### src/rtl/pong_game_ctrl.sv
// pong_game_ctrl: Pong match sequencer.
// Serve gating, paddle-miss detection, scoring and winner.
module pong_game_ctrl #(
  parameter int c_GAME_WIDTH    = 40,
  parameter int c_GAME_HEIGHT   = 30,
  parameter int c_PADDLE_HEIGHT = 6,
  parameter int c_SCORE_LIMIT   = 9,
  parameter int c_SERVE_DELAY   = 25000000
) (
  input  logic i_Clk,
  input  logic i_Rst_L,
  input  logic i_Start,
  input  logic [$clog2(c_GAME_WIDTH)-1:0] i_Ball_X,
  input  logic [$clog2(c_GAME_HEIGHT)-1:0] i_Ball_Y,
  input  logic [$clog2(c_GAME_HEIGHT)-1:0] i_Paddle_Y_P1,
  input  logic [$clog2(c_GAME_HEIGHT)-1:0] i_Paddle_Y_P2,
  output logic o_Game_Active,
  output logic [$clog2(c_SCORE_LIMIT+1)-1:0] o_P1_Score,
  output logic [$clog2(c_SCORE_LIMIT+1)-1:0] o_P2_Score,
  output logic o_Point_Pulse,
  output logic o_Game_Over,
  output logic o_Winner
);

  localparam int XW = $clog2(c_GAME_WIDTH);
  localparam int YW = $clog2(c_GAME_HEIGHT);
  localparam int SW = $clog2(c_SCORE_LIMIT + 1);
  localparam int CW = $clog2(c_SERVE_DELAY + 1);

  localparam logic [XW-1:0] RIGHT_COL =
    XW'(c_GAME_WIDTH - 1);
  localparam logic [YW:0] PAD_SPAN =
    (YW + 1)'(c_PADDLE_HEIGHT - 1);
  localparam logic [SW-1:0] LIMIT =
    SW'(c_SCORE_LIMIT);
  localparam logic [CW-1:0] SERVE_LAST =
    CW'(c_SERVE_DELAY - 1);

  typedef enum logic [2:0] {
    IDLE       = 3'd0,
    RUNNING    = 3'd1,
    P1_POINT   = 3'd2,
    P2_POINT   = 3'd3,
    SERVE_WAIT = 3'd4,
    GAME_OVER  = 3'd5
  } state_t;

  state_t        state;
  logic          start_q;
  logic          start_evt;
  logic [CW-1:0] serve_cnt;

  // One extra bit so a paddle near the bottom edge
  // cannot wrap its lower bound back to the top.
  logic [YW:0]   ball_y;
  logic [YW:0]   top1;
  logic [YW:0]   top2;
  logic [YW:0]   bot1;
  logic [YW:0]   bot2;
  logic          p1_miss;
  logic          p2_miss;
  logic [SW-1:0] p1_next;
  logic [SW-1:0] p2_next;

  assign ball_y  = {1'b0, i_Ball_Y};
  assign top1    = {1'b0, i_Paddle_Y_P1};
  assign top2    = {1'b0, i_Paddle_Y_P2};
  assign bot1    = top1 + PAD_SPAN;
  assign bot2    = top2 + PAD_SPAN;

  assign p1_miss = (i_Ball_X == '0) &&
                   ((ball_y < top1) || (ball_y > bot1));
  assign p2_miss = (i_Ball_X == RIGHT_COL) &&
                   ((ball_y < top2) || (ball_y > bot2));

  assign p1_next = o_P1_Score + SW'(1);
  assign p2_next = o_P2_Score + SW'(1);

  // Start rising-edge detect, event registered once more.
  always_ff @(posedge i_Clk or negedge i_Rst_L) begin
    if (!i_Rst_L) begin
      start_q   <= 1'b0;
      start_evt <= 1'b0;
    end else begin
      start_q   <= i_Start;
      start_evt <= i_Start & ~start_q;
    end
  end

  // Game sequencer with registered outputs.
  always_ff @(posedge i_Clk or negedge i_Rst_L) begin
    if (!i_Rst_L) begin
      state         <= IDLE;
      serve_cnt     <= '0;
      o_Game_Active <= 1'b0;
      o_P1_Score    <= '0;
      o_P2_Score    <= '0;
      o_Point_Pulse <= 1'b0;
      o_Game_Over   <= 1'b0;
      o_Winner      <= 1'b0;
    end else begin
      o_Point_Pulse <= 1'b0;
      case (state)
        IDLE: begin
          o_Game_Active <= 1'b0;
          if (start_evt) begin
            state         <= RUNNING;
            o_Game_Active <= 1'b1;
            o_P1_Score    <= '0;
            o_P2_Score    <= '0;
          end
        end
        RUNNING: begin
          if (p1_miss) begin
            state         <= P2_POINT;
            o_Game_Active <= 1'b0;
          end else if (p2_miss) begin
            state         <= P1_POINT;
            o_Game_Active <= 1'b0;
          end
        end
        P1_POINT: begin
          o_P1_Score    <= p1_next;
          o_Point_Pulse <= 1'b1;
          if (p1_next == LIMIT) begin
            state       <= GAME_OVER;
            o_Game_Over <= 1'b1;
            o_Winner    <= 1'b0;
          end else begin
            state     <= SERVE_WAIT;
            serve_cnt <= '0;
          end
        end
        P2_POINT: begin
          o_P2_Score    <= p2_next;
          o_Point_Pulse <= 1'b1;
          if (p2_next == LIMIT) begin
            state       <= GAME_OVER;
            o_Game_Over <= 1'b1;
            o_Winner    <= 1'b1;
          end else begin
            state     <= SERVE_WAIT;
            serve_cnt <= '0;
          end
        end
        SERVE_WAIT: begin
          if (serve_cnt == SERVE_LAST) begin
            state         <= RUNNING;
            o_Game_Active <= 1'b1;
          end else begin
            serve_cnt <= serve_cnt + CW'(1);
          end
        end
        GAME_OVER: begin
          if (start_evt) begin
            state         <= RUNNING;
            o_Game_Active <= 1'b1;
            o_P1_Score    <= '0;
            o_P2_Score    <= '0;
            o_Game_Over   <= 1'b0;
            o_Winner      <= 1'b0;
          end
        end
        default: begin
          state         <= IDLE;
          o_Game_Active <= 1'b0;
          o_Game_Over   <= 1'b0;
          o_Winner      <= 1'b0;
        end
      endcase
    end
  end

endmodule
### config.mk
export PLATFORM = sky130hd
export DESIGN_NAME = pong_game_ctrl
export DESIGN_NICKNAME = d
export VERILOG_FILES = /design/src/rtl/pong_game_ctrl.sv
export SDC_FILE = /design/constraint.sdc
export NUM_CORES = 1
export LEC_CHECK = 0
export CAP_MARGIN = 20
export CORE_MARGIN = 1.5
export CORE_UTILIZATION = 30
export CTS_CLUSTER_SIZE = 16
export DETAILED_ROUTE_END_ITERATION = 16
export PLACE_DENSITY = 0.6
export SYNTH_ARGS = -nofsm -noshare
export SYNTH_HDL_FRONTEND = slang
export SYNTH_SLANG_ARGS = --single-unit
### constraint.sdc
create_clock -name i_Clk -period 5.5 [get_ports i_Clk]
set_input_delay 0.825 -clock i_Clk [delete_from_list [all_inputs] [get_ports i_Clk]]
set_output_delay 0.825 -clock i_Clk [all_outputs]
set_load 0.02 [all_outputs]
==> run summary <==
=====================================================================================
Routed Wire Length                                                            6.74 mm
Proportion of layout cells with a drive suffix above 1                          5.57%
Cell total after placement                                                        502
Terminating pin of the worst hold path                                   start_evt$_DFF_PN0_
Critical Setup Path Class                                                primary input to register
Achievable frequency                                                          324 MHz
Most frequent standard cell in the layout excluding fill and tap cells   sky130_fd_sc_hd__dfrtp_1
Origin of the critical flop-to-flop path                                 state[1]$_DFFE_PN0P_
Slowest stage cell, crit path                                            sky130_fd_sc_hd__clkdlybuf4s50_1
Die Span X                                                                     103 µm
Total number of yosys warnings                                                      0
Initial drt markers                                                               131
Number of distinct library cells after synthesis                                   65
Critical path buffers and inverters                                                 1
Min-Delay Startpoint                                                     start_q$_DFF_PN0_
Mean cell area of the mapped netlist                                         8.69 µm²
Number of buffers added to fix hold violations after cts                            0
Floorplan row count                                                                36
Number of buffers added by the clock tree synthesis step                            5
Final-report max-slew violation count                                               0
Ys flop type                                                             sky130_fd_sc_hd__dfrtp_1
Final routed wire length divided by cell count                                13.2 µm
Clk slew on worst S/H paths                                                     70 ps
Sequential share of the synthesized area                                        35.0%
CTS tree                                                                         done
Largest net degree at the start of global routing                                  43
Layout overhead on the synthesized area                                         18.4%
CTS resizes                                                                         0
Synth area leaders                                                       sky130_fd_sc_hd__dfrtp_1 (35%), sky130_fd_sc_hd__ha_1 (11%), sky130_fd_sc_hd__a31oi_1 (5.2%)
Total Nets Final                                                                  427
Slew Limit Headroom                                                             36.9%
Total number of H-tree levels                                                       2
Power density over the cells                                               302 nW/µm²
Drt drc                                                                             0
Post-route ant nets                                                                 0
Final Hold Slack                                                               394 ps
Total of buffers placed on input and output ports                                  35
Die Outline Area                                                           10,600 µm²
Number of global-route vias before repair                                       2,571
Reg-to-reg setup timing slack                                                 2680 ps
Height of the chip                                                             103 µm
Skew final                                                                    9.51 ps
Initial core utilization                                                        30.9%
Transition time of the tightest slew-check pin                                 947 ps
Number of cell instances on the worst register-to-register path                     4
Post-CTS Setup Inserts                                                              0
Total congestion overflow after global routing                                      0
Antenna violations before repair                                                    0
Placed wire-length estimate after detailed placement                          5.03 mm
Synthesized flop and latch total                                                   42
Count of boundary I/O pins                                                         36
Setup_tns                                                                        0 ps
Wire length of the first global-routing pass                                  11.8 mm
Post-DR vias/cell                                                                5.24
Min cycle time layout                                                         3080 ps
Crit path arrival time                                                        3260 ps
Detailed-router iteration count before antenna repair                               4
Post-synth EDFFs                                                                    0
Final hold viol count                                                               0
Core region area                                                             9730 µm²
Source-to-sink clock delay at the later pin of the worst-skew pair             290 ps
Commonest cells after routing, fill and taps aside                       sky130_fd_sc_hd__dfrtp_1 (42), sky130_fd_sc_hd__clkdlybuf4s50_1 (34), sky130_fd_sc_hd__nand2_1 (27), sky130_fd_sc_hd__ha_1 (27)
Category of the worst setup path launch point                            primary input
Met2 layer usage reported by global route                                       23.3%
Leak pwr                                                                   0.00156 µW
Max capacitance violation total                                                     0
Number of standard cells in the layout, taps in and fillers out                   510
Final weighted congestion in routability-driven placement                       0.817
Clock root buffer                                                        sky130_fd_sc_hd__clkbuf_8
Worst hold stages                                                                   1
Met3 usage in global routing                                                    2.58%
Slowest Stage Delay on Critical Path                                           470 ps
Cells after Synth                                                                 346
Final worst-path cycle share                                                    56.0%
Class of the tightest hold or removal check                              register to register
Finished Core Util                                                              36.6%
Critical-path cell list                                                  clkdlybuf4s50_1 -> ha_1 -> o21ai_0 -> xnor2_1 -> ha_1 -> nand3_1 -> o21bai_1 -> a31oi_1 -> o21ai_0 -> a31oi_1 -> mux2_1
Endpoint class of the critical path                                          register
Maximum fanout encountered on the critical timing path                              4
Sinks on Clock Net                                                                 42
Data required time of the critical path                                       5670 ps
Met1 Usage GRT                                                                  18.1%
Yosys top cell by area                                                   sky130_fd_sc_hd__dfrtp_1
Crit-path leading delay family                                           compound AO/OA/AOI/OAI gates
Status                                                                   finished clean
Maximum root-to-sink buffer count                                                   2
Final setup vio count                                                               0
Net count of the mapped netlist                                                   397
Setup repair after global routing missed its margin                                no
Reg-to-reg endpoint                                                      serve_cnt[13]$_DFFE_PN0P_
Async SR Flop Fraction                                                           100%
Aggregate global-route resource usage                                           13.9%
Fraction of synthesized cell area taken by the top area cell type               35.0%
Most Crowded Layer GR                                                            met2
Worst voltage drop across the vdd grid                                       0.136 mV
Netlist area before placement                                                3010 µm²
Diodes inserted                                                                     0
Total number of vias                                                            2,671
=====================================================================================
-- Yosys cell counts, types with 4 or more instances --
library cell,instances
sky130_fd_sc_hd__ha_1,27
sky130_fd_sc_hd__nand4_1,4
sky130_fd_sc_hd__nor3_1,7
sky130_fd_sc_hd__and3_1,4
sky130_fd_sc_hd__a21o_1,9
sky130_fd_sc_hd__nor2b_1,6
sky130_fd_sc_hd__o21ai_0,19
sky130_fd_sc_hd__nand3_1,15
sky130_fd_sc_hd__clkbuf_1,4
sky130_fd_sc_hd__a31oi_1,25
sky130_fd_sc_hd__a21oi_1,20
sky130_fd_sc_hd__inv_1,25
sky130_fd_sc_hd__or2_1,4
sky130_fd_sc_hd__nor2_1,19
sky130_fd_sc_hd__nand2_1,27
sky130_fd_sc_hd__and2_1,4
sky130_fd_sc_hd__o21ai_1,4
sky130_fd_sc_hd__dfrtp_1,42
sky130_fd_sc_hd__a211oi_1,4
sky130_fd_sc_hd__xnor2_1,4
sky130_fd_sc_hd__o22ai_1,5
sky130_fd_sc_hd__nor4_1,4
-- worst reg2reg max path, cell delays in order (launching register included) --
cell and delay (ps):
sky130_fd_sc_hd__dfrtp_1 650, sky130_fd_sc_hd__nand2_1 540, sky130_fd_sc_hd__clkinv_1 620, sky130_fd_sc_hd__nand2_1 690, sky130_fd_sc_hd__a31oi_1 190
-- metrics by stage --
stage / setup slack (ps) / cell area [µm²] / total power (µW)
detailed placement: 2080 / 3450 / 841
floorplan: 2830 / 3010 / 707
finish: 2420 / 3560 / 1070
CTS: 2400 / 3560 / 1090
global route: 2210 / 3560 / 1160
global placement: 2220 / 3450 / 835
-- sequential cells by signal (all words and copies together) (netlist names) --
name           cells
o_P1_Score         4
start_q            1
o_P2_Score         4
o_Point_Pulse      1
o_Game_Active      1
o_Game_Over        1
serve_cnt         25
state              3
o_Winner           1
start_evt          1
-- power breakdown --
group,leakage (µW),switching [µW],total (µW),internal (µW)
clock network,0.0000579,106,240,134
registers,0.000572,75.3,425,350
logic,0.000927,235,409,174
-- layout make-up --
type | count | area, µm²
repair buffers | 35 | 345
clock inverters | 3 | 40.0
flip-flops and latches | 42 | 1050
inverters | 27 | 101
clock buffers | 5 | 68.8
multi-input cells | 265 | 1790
fillers | 1028 | 6170
well taps | 133 | 166
-- how the worst max path moves through the flow --
stage                           startpoint                        end  slack (ps)  cells after the start
final                     i_Paddle_Y_P1[0]  o_Game_Active$_DFFE_PN0P_        2420                     11
after detailed placement  i_Paddle_Y_P1[0]  o_Game_Active$_DFFE_PN0P_        2080                     11
after global placement    i_Paddle_Y_P1[0]  o_Game_Active$_DFFE_PN0P_        2220                     11
after CTS                 i_Paddle_Y_P1[0]  o_Game_Active$_DFFE_PN0P_        2400                     11
after global routing      i_Paddle_Y_P1[0]  o_Game_Active$_DFFE_PN0P_        2210                     11
after floorplan           i_Paddle_Y_P2[0]  o_Game_Active$_DFFE_PN0P_        2830                     10
-- metal layers --
layer / wire, µm / vias up
met4: 91 / 0
met2: 3130 / 59
met1: 3200 / 1266
met5: 0 / -
li1: - / 1337
met3: 319 / 9
-- cells by family after synthesis --
family / Yosys count / synth area share (%)
AND/OR/NAND/NOR: 116 / 20.5
AO/OA/AOI/OAI: 111 / 24.2
flip-flops: 42 / 35.0
buffers and inverters: 39 / 5.62
adder cells (fa/ha/maj): 27 / 11.2
XOR/XNOR: 6 / 1.75
multiplexers: 5 / 1.75
No activity file was read; power rests on OpenSTA's default activity.
